### src/rtl/fmul_pipe.sv
// fmul_pipe: fully pipelined binary32 multiplier with valid/ready handshake.
// Handles IEEE special values, rounds to nearest even, and flushes denormal
// operands and results to zero. One operation per cycle when unstalled.
// Results come back in issue order with exception flags.
//
// Ports:
//   clk, rst              clock; synchronous active-high reset
//   x1, x2                binary32 operands
//   in_tag                opaque tag carried with the operation
//   in_valid / in_ready   input handshake (in_ready combinational from out_ready)
//   y                     binary32 product
//   out_tag               tag of the operation producing y
//   flags                 {nv, ovf, unf}
//   out_valid / out_ready output handshake
module fmul_pipe #(
  parameter int LATENCY = 3,
  parameter int TAG_W   = 4
) (
  input  logic             clk,
  input  logic             rst,
  input  logic [31:0]      x1,
  input  logic [31:0]      x2,
  input  logic [TAG_W-1:0] in_tag,
  input  logic             in_valid,
  output logic             in_ready,
  output logic [31:0]      y,
  output logic [TAG_W-1:0] out_tag,
  output logic [2:0]       flags,
  output logic             out_valid,
  input  logic             out_ready
);

  localparam int NMID = LATENCY - 2;

  localparam logic [1:0] CLS_NRM  = 2'd0;
  localparam logic [1:0] CLS_ZERO = 2'd1;
  localparam logic [1:0] CLS_INF  = 2'd2;
  localparam logic [1:0] CLS_NAN  = 2'd3;

  typedef struct packed {
    logic [35:0]      pp_lo;
    logic [35:0]      pp_hi;
    logic [9:0]       exp;
    logic             sgn;
    logic [1:0]       cls;
    logic [TAG_W-1:0] tag;
  } s0_t;

  typedef struct packed {
    logic [47:0]      prod;
    logic [9:0]       exp;
    logic             sgn;
    logic [1:0]       cls;
    logic [TAG_W-1:0] tag;
  } sum_t;

  function automatic logic [1:0] f_class(input logic [31:0] x);
    logic [1:0] c;
    if (x[30:23] == 8'd0)       c = CLS_ZERO;
    else if (x[30:23] == 8'hFF) c = (x[22:0] == 23'd0) ? CLS_INF : CLS_NAN;
    else                        c = CLS_NRM;
    return c;
  endfunction

  // Classification, sign, biased exponent sum and the two halves of the
  // 24x24 mantissa product (operand B split into 12-bit halves).
  function automatic s0_t f_stage0(input logic [31:0] a, input logic [31:0] b,
                                   input logic [TAG_W-1:0] t);
    s0_t        s;
    logic [1:0] ca;
    logic [1:0] cb;
    logic [23:0] ma;
    logic [23:0] mb;
    ca = f_class(a);
    cb = f_class(b);
    ma = {1'b1, a[22:0]};
    mb = {1'b1, b[22:0]};
    s.pp_lo = {12'd0, ma} * {24'd0, mb[11:0]};
    s.pp_hi = {12'd0, ma} * {24'd0, mb[23:12]};
    s.exp   = {2'b00, a[30:23]} + {2'b00, b[30:23]} - 10'd127;
    s.sgn   = a[31] ^ b[31];
    if (ca == CLS_NAN || cb == CLS_NAN ||
        (ca == CLS_INF && cb == CLS_ZERO) || (ca == CLS_ZERO && cb == CLS_INF))
      s.cls = CLS_NAN;
    else if (ca == CLS_INF || cb == CLS_INF)
      s.cls = CLS_INF;
    else if (ca == CLS_ZERO || cb == CLS_ZERO)
      s.cls = CLS_ZERO;
    else
      s.cls = CLS_NRM;
    s.tag = t;
    return s;
  endfunction

  function automatic sum_t f_sum(input s0_t s);
    sum_t r;
    r.prod = {12'd0, s.pp_lo} + {s.pp_hi, 12'd0};
    r.exp  = s.exp;
    r.sgn  = s.sgn;
    r.cls  = s.cls;
    r.tag  = s.tag;
    return r;
  endfunction

  // Normalise, round to nearest even, saturate exponent; returns {y, flags}.
  function automatic logic [34:0] f_round(input sum_t m);
    logic               n;
    logic [22:0]        frac;
    logic               g;
    logic               st;
    logic [23:0]        fr;
    logic               c;
    logic signed [9:0]  e;
    logic [31:0]        r_y;
    logic [2:0]         r_fl;
    n = m.prod[47];
    if (n) begin
      frac = m.prod[46:24];
      g    = m.prod[23];
      st   = |m.prod[22:0];
    end else begin
      frac = m.prod[45:23];
      g    = m.prod[22];
      st   = |m.prod[21:0];
    end
    fr = {1'b0, frac} + {23'd0, g & (st | frac[0])};
    c  = fr[23];
    e  = $signed(m.exp) + $signed({9'd0, n}) + $signed({9'd0, c});
    r_y  = '0;
    r_fl = '0;
    case (m.cls)
      CLS_NAN: begin
        r_y  = 32'h7FC0_0000;
        r_fl = 3'b100;
      end
      CLS_INF:  r_y = {m.sgn, 8'hFF, 23'd0};
      CLS_ZERO: r_y = {m.sgn, 31'd0};
      default: begin
        if (e >= 10'sd255) begin
          r_y  = {m.sgn, 8'hFF, 23'd0};
          r_fl = 3'b010;
        end else if (e <= 10'sd0) begin
          r_y  = {m.sgn, 31'd0};
          r_fl = 3'b001;
        end else begin
          r_y = {m.sgn, e[7:0], fr[22:0]};
        end
      end
    endcase
    return {r_y, r_fl};
  endfunction

  logic             w_en;
  logic             r_vld_p0;
  s0_t              r_s0_p0;
  sum_t             w_sum_p0;
  sum_t             w_fin_src;
  logic             w_fin_vld;
  logic             r_vld_out;
  logic [31:0]      r_y;
  logic [TAG_W-1:0] r_tag;
  logic [2:0]       r_flags;

  assign w_en     = ~r_vld_out | out_ready;
  assign in_ready = w_en;

  // ---- stage 0: classification and partial products ----
  always_ff @(posedge clk) begin
    if (rst)       r_vld_p0 <= 1'b0;
    else if (w_en) r_vld_p0 <= in_valid;
  end

  always_ff @(posedge clk) begin
    if (w_en) r_s0_p0 <= f_stage0(x1, x2, in_tag);
  end

  assign w_sum_p0 = f_sum(r_s0_p0);

  // ---- stages 1..LATENCY-2: partial-product sum, then delay ----
  generate
    if (NMID == 0) begin : g_nomid
      assign w_fin_src = w_sum_p0;
      assign w_fin_vld = r_vld_p0;
    end else begin : g_mid
      sum_t            r_mid_p1 [NMID];
      logic [NMID-1:0] r_vld_p1;

      always_ff @(posedge clk) begin
        if (rst) begin
          r_vld_p1 <= '0;
        end else if (w_en) begin
          r_vld_p1[0] <= r_vld_p0;
          for (int i = 1; i < NMID; i++) r_vld_p1[i] <= r_vld_p1[i-1];
        end
      end

      always_ff @(posedge clk) begin
        if (w_en) begin
          r_mid_p1[0] <= w_sum_p0;
          for (int i = 1; i < NMID; i++) r_mid_p1[i] <= r_mid_p1[i-1];
        end
      end

      assign w_fin_src = r_mid_p1[NMID-1];
      assign w_fin_vld = r_vld_p1[NMID-1];
    end
  endgenerate

  // ---- last stage: rounded, packed result ----
  // Output payload is cleared on reset so it reads zero until the first result.
  always_ff @(posedge clk) begin
    if (rst) begin
      r_vld_out <= 1'b0;
      r_y       <= '0;
      r_tag     <= '0;
      r_flags   <= '0;
    end else if (w_en) begin
      r_vld_out        <= w_fin_vld;
      {r_y, r_flags}   <= f_round(w_fin_src);
      r_tag            <= w_fin_src.tag;
    end
  end

  assign out_valid = r_vld_out;
  assign y         = r_y;
  assign out_tag   = r_tag;
  assign flags     = r_flags;

endmodule

### config.mk
export PLATFORM = sky130hd
export DESIGN_NAME = fmul_pipe
export DESIGN_NICKNAME = d
export VERILOG_FILES = /design/src/rtl/fmul_pipe.sv
export SDC_FILE = /design/constraint.sdc
export NUM_CORES = 2
export LEC_CHECK = 0
export CAP_MARGIN = 40
export CORE_MARGIN = 2
export CORE_UTILIZATION = 55
export CTS_CLUSTER_SIZE = 8
export DETAILED_ROUTE_END_ITERATION = 10
export PLACE_DENSITY = 0.82
export SYNTH_ARGS = -nofsm -noshare
export SYNTH_HDL_FRONTEND = slang
export SYNTH_SLANG_ARGS = --single-unit
### constraint.sdc
create_clock -name clk -period 21.9 [get_ports clk]
set_input_delay 6.57 -clock clk [delete_from_list [all_inputs] [get_ports clk]]
set_output_delay 6.57 -clock clk [all_outputs]
set_load 0.01 [all_outputs]
# Word level (Yosys, flattened, before mapping)
# Memory sizes are Yosys's and may differ from the RTL's.
# Cells that the tools add are included.
# word_totals
mem_bits_rw	65
word_cells	82
memories	1
out_inout_bits	41
reg_bits	131
# op_classes
multipliers	2
bitwise	5
order_cmp	2
eq_ne	11
n_reduce_logical	15
n_mux	27
n_addsub	6
# memory_table
name	depth	word_bits	rd	rd_clocked_by_memory_dff	write_ports	line	text
g_mid.r_mid_p1	1	65	1	0	1	185	sum_t r_mid_p1 [NMID];
# ops
cell	count
$pmux 32 s3	1
$mul 24x12->36	2
$mux 23	3
$mux 31	2
$add 36x48->48	1
$logic_not 23->1	2
$add 23x1->24	1
$reduce_or 23->1	1
$reduce_or 22->1	1
$add 10x2->10	2
$eq 8x8->1 const B	2
$logic_not 8->1	2
$mux 2	7
$mux 1	13
$eq 2x2->1 const B	6
$ge 10x9->1 const B	1
$le 10x1->1 const B	1
$sub 9x7->10 const B	1
$add 8x8->9	1
$eq 2x1->1 const B	3
$pmux 3 s2	1
$logic_or 1x1->1	5
$reduce_or 2->1	2
$logic_and 1x1->1	2
other kinds (4)	5

# Logic depth before layout (Yosys ltp)
# An unclocked memory read counts as a cell.
# depth
ltp_word	13
mapped_depth	22

# Least setup slack after synthesis
# OpenSTA, ideal clock, no wires.
# synth_timing
path_type	input to output
start	in out_ready
end	out in_ready
path_buffers	2
path_stages	4
arrival_ps	11382
setup_slack_ps	3948
path_cell_list	nor2b_1 -> clkbuf_1 -> inv_1 -> clkbuf_1
# synth_between
elab_chain_len	1
# synth_rtl
element	line	text
start: declaration	30	input logic out_ready
$or 1x1->1	164	assign w_en = ~r_vld_out | out_ready;
end: declaration	25	output logic in_ready,
# No other way between the ends.

# Worst setup path after layout
# Same ends and word-level chain as after synthesis.

==> impl_metrics.json <==
{
  "fmax_mhz": 65.5,
  "final_layout_size_suffix_gt1_frac": 0.0343,
  "dieArea_um2": 50800,
  "setup_ws_ns": 6.63,
  "clock_path_buffers": 2,
  "clock_latency_ns": 0.45,
  "netlist_top_cells_area": "fa_1 (33%), edfxtp_1 (17%), ha_1 (8.7%), inv_1 (8.0%), nand2_1 (7.0%)",
  "max-vdd-ir-drop_mv": 0.143,
  "holdBufCountCts": 0,
  "finalSetupViolCount": 0,
  "drc": 0,
  "nets": 3663,
  "dp_slack_ns": 6.62,
  "critPathArrivalTime_ns": 8.70,
  "p_per_area_nw_per_um2": 169,
  "clk_pin_slew_ns": 0.07,
  "period_share": 0.697,
  "postSynthCellCount": 2911,
  "synthToLayoutAreaGrowth_pct": 8.92,
  "rsz0062_at_grt": "no",
  "crit_fanout": 100,
  "critPathKind": "in -> out",
  "cts_setup_buffers": 0,
  "cts_tree": "done",
  "synth-seq-cells": 196,
  "vias": 20637,
  "synth-edff-count": 154,
  "power_switching_share": 0.510,
  "io_buffers": 112,
  "num-fill-cells": 3913,
  "via_per_inst": 5.74,
  "rows": 81,
  "worst_setup_path_start_kind": "input pin",
  "yosys_warnings": 0,
  "crit_chain": "clkdlybuf4s50_1 -> nor2b_2 -> buf_4 -> inv_6 -> clkdlybuf4s50_1",
  "fin_tns_setup_ns": 0,
  "routedWlPerCell_um": 18.2,
  "status": "finished clean",
  "required_ns": 15.33,
  "start_util": 0.554,
  "worstMarginPinSlew_ns": 0.930,
  "die_w_um": 225,
  "internal_power_mw": 2.43,
  "critical_path.most_common_cell": "clkdlybuf4s50_1",
  "gp_routability_congestion": 0.939,
  "worst-path-buf-inv": 4,
  "ys_seq_area_frac": 0.203,
  "pwr-share-clk": 0.061,
  "wl_um": 65600,
  "first_iter_violations": 1869,
  "relSlewSlack": 0.374,
  "syn_nets": 3614,
  "synth_area_um2": 27000,
  "ant_nets": 0,
  "layout_min_cycle_time_ns": 15.27,
  "path_delay_family": "buffers and inverters",
  "cts_inserted_buffers": 17,
  "combPwrFrac": 0.770,
  "end_kind": "output port",
  "overflow": 0,
  "dp_hpwl_um": 50800,
  "leakagePower_nw": 14.2,
  "synth.top_cell.area_share": 0.329,
  "hold_viol": 0,
  "htree_levels": 4,
  "io_pins": 113,
  "die_y_um": 225,
  "skew_ns": 0.0102,
  "cts_root_buffer": "clkbuf_16",
  "grt_pass1_wl_um": 107000,
  "maxCapViolCount": 0,
  "synthArstFlopShare": 0,
  "first_pass_iters": 6,
  "ys_types": 64,
  "grt_pass1_vias": 21774,
  "synth_area_leader_cell": "fa_1",
  "cts_num_sinks": 196,
  "max_stage_delay_ns": 0.69,
  "grt_max_degree": 101,
  "ff2ff_setup_slack_ns": 16.89,
  "core-area_um2": 48600,
  "cpMaxStageDelayCell": "clkdlybuf4s50_1",
  "power_frac_seq": 0.168,
  "drv_slew": 0,
  "hp-class": "reg -> reg",
  "switchingPower_mw": 2.53,
  "antenna_found_initial": 1,
  "synth_flop_cell": "edfxtp_1",
  "syn_avg_cell_area_um2": 9.26,
  "cts_resized": 0,
  "track_usage": 0.267
}
[worst register-to-register path, cell delays in order, from the launching register on]
cell,delay (ns)
edfxtp_1,0.33
buf_4,0.48
mux2i_1,0.20
or4b_4,0.58
nor4b_4,0.54
nand3_4,0.19
nor4b_1,0.38
fa_1,0.31
ha_1,0.34
nand2_1,0.11
xor2_1,0.23
nand4bb_1,0.14
o41ai_1,0.48
nor3b_2,0.09
buf_4,0.23
o211ai_1,0.15
a21oi_1,0.11
[cell usage after synthesis, types with 56 or more instances]
cell type	number
xor2_1	56
xnor2_1	78
a21oi_1	101
nor2_1	101
o21ai_0	65
inv_1	574
ha_1	188
and2_1	112
clkbuf_1	125
nand2_1	500
edfxtp_1	154
fa_1	443
[path summary, 6_finish.rpt]
path | from | endpoint | cells past startpoint
setup / recovery | out_ready | in_ready | 5
hold / removal | r_s0_p0[61]$_DFFE_PP_ | g_mid.r_mid_p1[0][25]$_DFFE_PP_ | 0
setup reg to reg | g_mid.r_mid_p1[0][64]$_DFFE_PP_ | y[0]$_SDFFE_PP0P_ | 16
hold reg to reg | r_s0_p0[61]$_DFFE_PP_ | g_mid.r_mid_p1[0][25]$_DFFE_PP_ | 0
[registers in the layout (all words and copies together), names as in the netlist]
signal and count:
r_s0_p0 89, g_mid.r_mid_p1 65, y 32, out_tag 4
flags 3, g_mid.r_vld_p1 1, out_valid 1, r_vld_p0 1
[layout make-up]
class / count / area, µm² / share of cell area
inverters: 574 / 2160 / 0.0735
clock inverters: 15 / 155 / 0.00528
multi-input cells: 2007 / 18800 / 0.641
clock buffers: 17 / 425 / 0.0145
well taps: 622 / 778 / 0.0265
repair buffers: 164 / 1550 / 0.0527
flip-flops and latches: 196 / 5470 / 0.186
diodes: 1 / 2.50 / 0.0000852
[power by group through the flow]
| stage | Clock (mW) | Sequential, mW | Combinational (mW) |
|---|---|---|---|
| 2_1_floorplan | 0 | 0.817 | 2.75 |
| 3_3_place_gp | 0 | 0.833 | 3.57 |
| 3_5_place_dp | 0 | 0.842 | 3.72 |
| 4_1_cts | 0.307 | 0.835 | 3.74 |
| 5_1_grt | 0.320 | 0.851 | 4.24 |
| 6_report | 0.303 | 0.835 | 3.82 |
[layout by cell type (no fill, tap or decap), types with 56 or more instances in the layout]
| cell | Yosys | final |
|---|---|---|
| inv_1 | 574 | 573 |
| nand2_1 | 500 | 500 |
| fa_1 | 443 | 443 |
| ha_1 | 188 | 188 |
| edfxtp_1 | 154 | 154 |
| and2_1 | 112 | 112 |
| clkdlybuf4s50_1 | 0 | 112 |
| nor2_1 | 101 | 101 |
| a21oi_1 | 101 | 101 |
| xnor2_1 | 78 | 78 |
| o21ai_0 | 65 | 65 |
| xor2_1 | 56 | 56 |
[layer usage]
metal | track usage | routed length [µm]
met5 | 0 | 0
met2 | 0.455 | 31900
met4 | 0.101 | 2470
met1 | 0.330 | 24900
met3 | 0.0639 | 6240
[metrics by stage]
stage	cells	total power, mW	hold slack [ns]	util	instance area (µm²)
final	3596	4.96	0.419	0.604	29400
after global routing	3595	5.41	0.427	0.604	29400
after CTS	3594	4.88	0.416	0.604	29400
after detailed placement	3562	4.56	0.405	0.592	28800
after global placement	3558	4.41	0.403	0.590	28700
after floorplan	2911	3.56	0.400	-	27000
[logic make-up after synthesis]
family                   count (synthesis)  share of synthesized area
AND/OR/NAND/NOR                        873                      0.148
buffers and inverters                  708                     0.0988
adder cells (fa/ha/maj)                631                      0.416
AO/OA/AOI/OAI                          348                     0.0830
flip-flops                             196                      0.203
XOR/XNOR                               134                     0.0435
multiplexers                            21                    0.00798
Power figures use the tool's default switching activity.
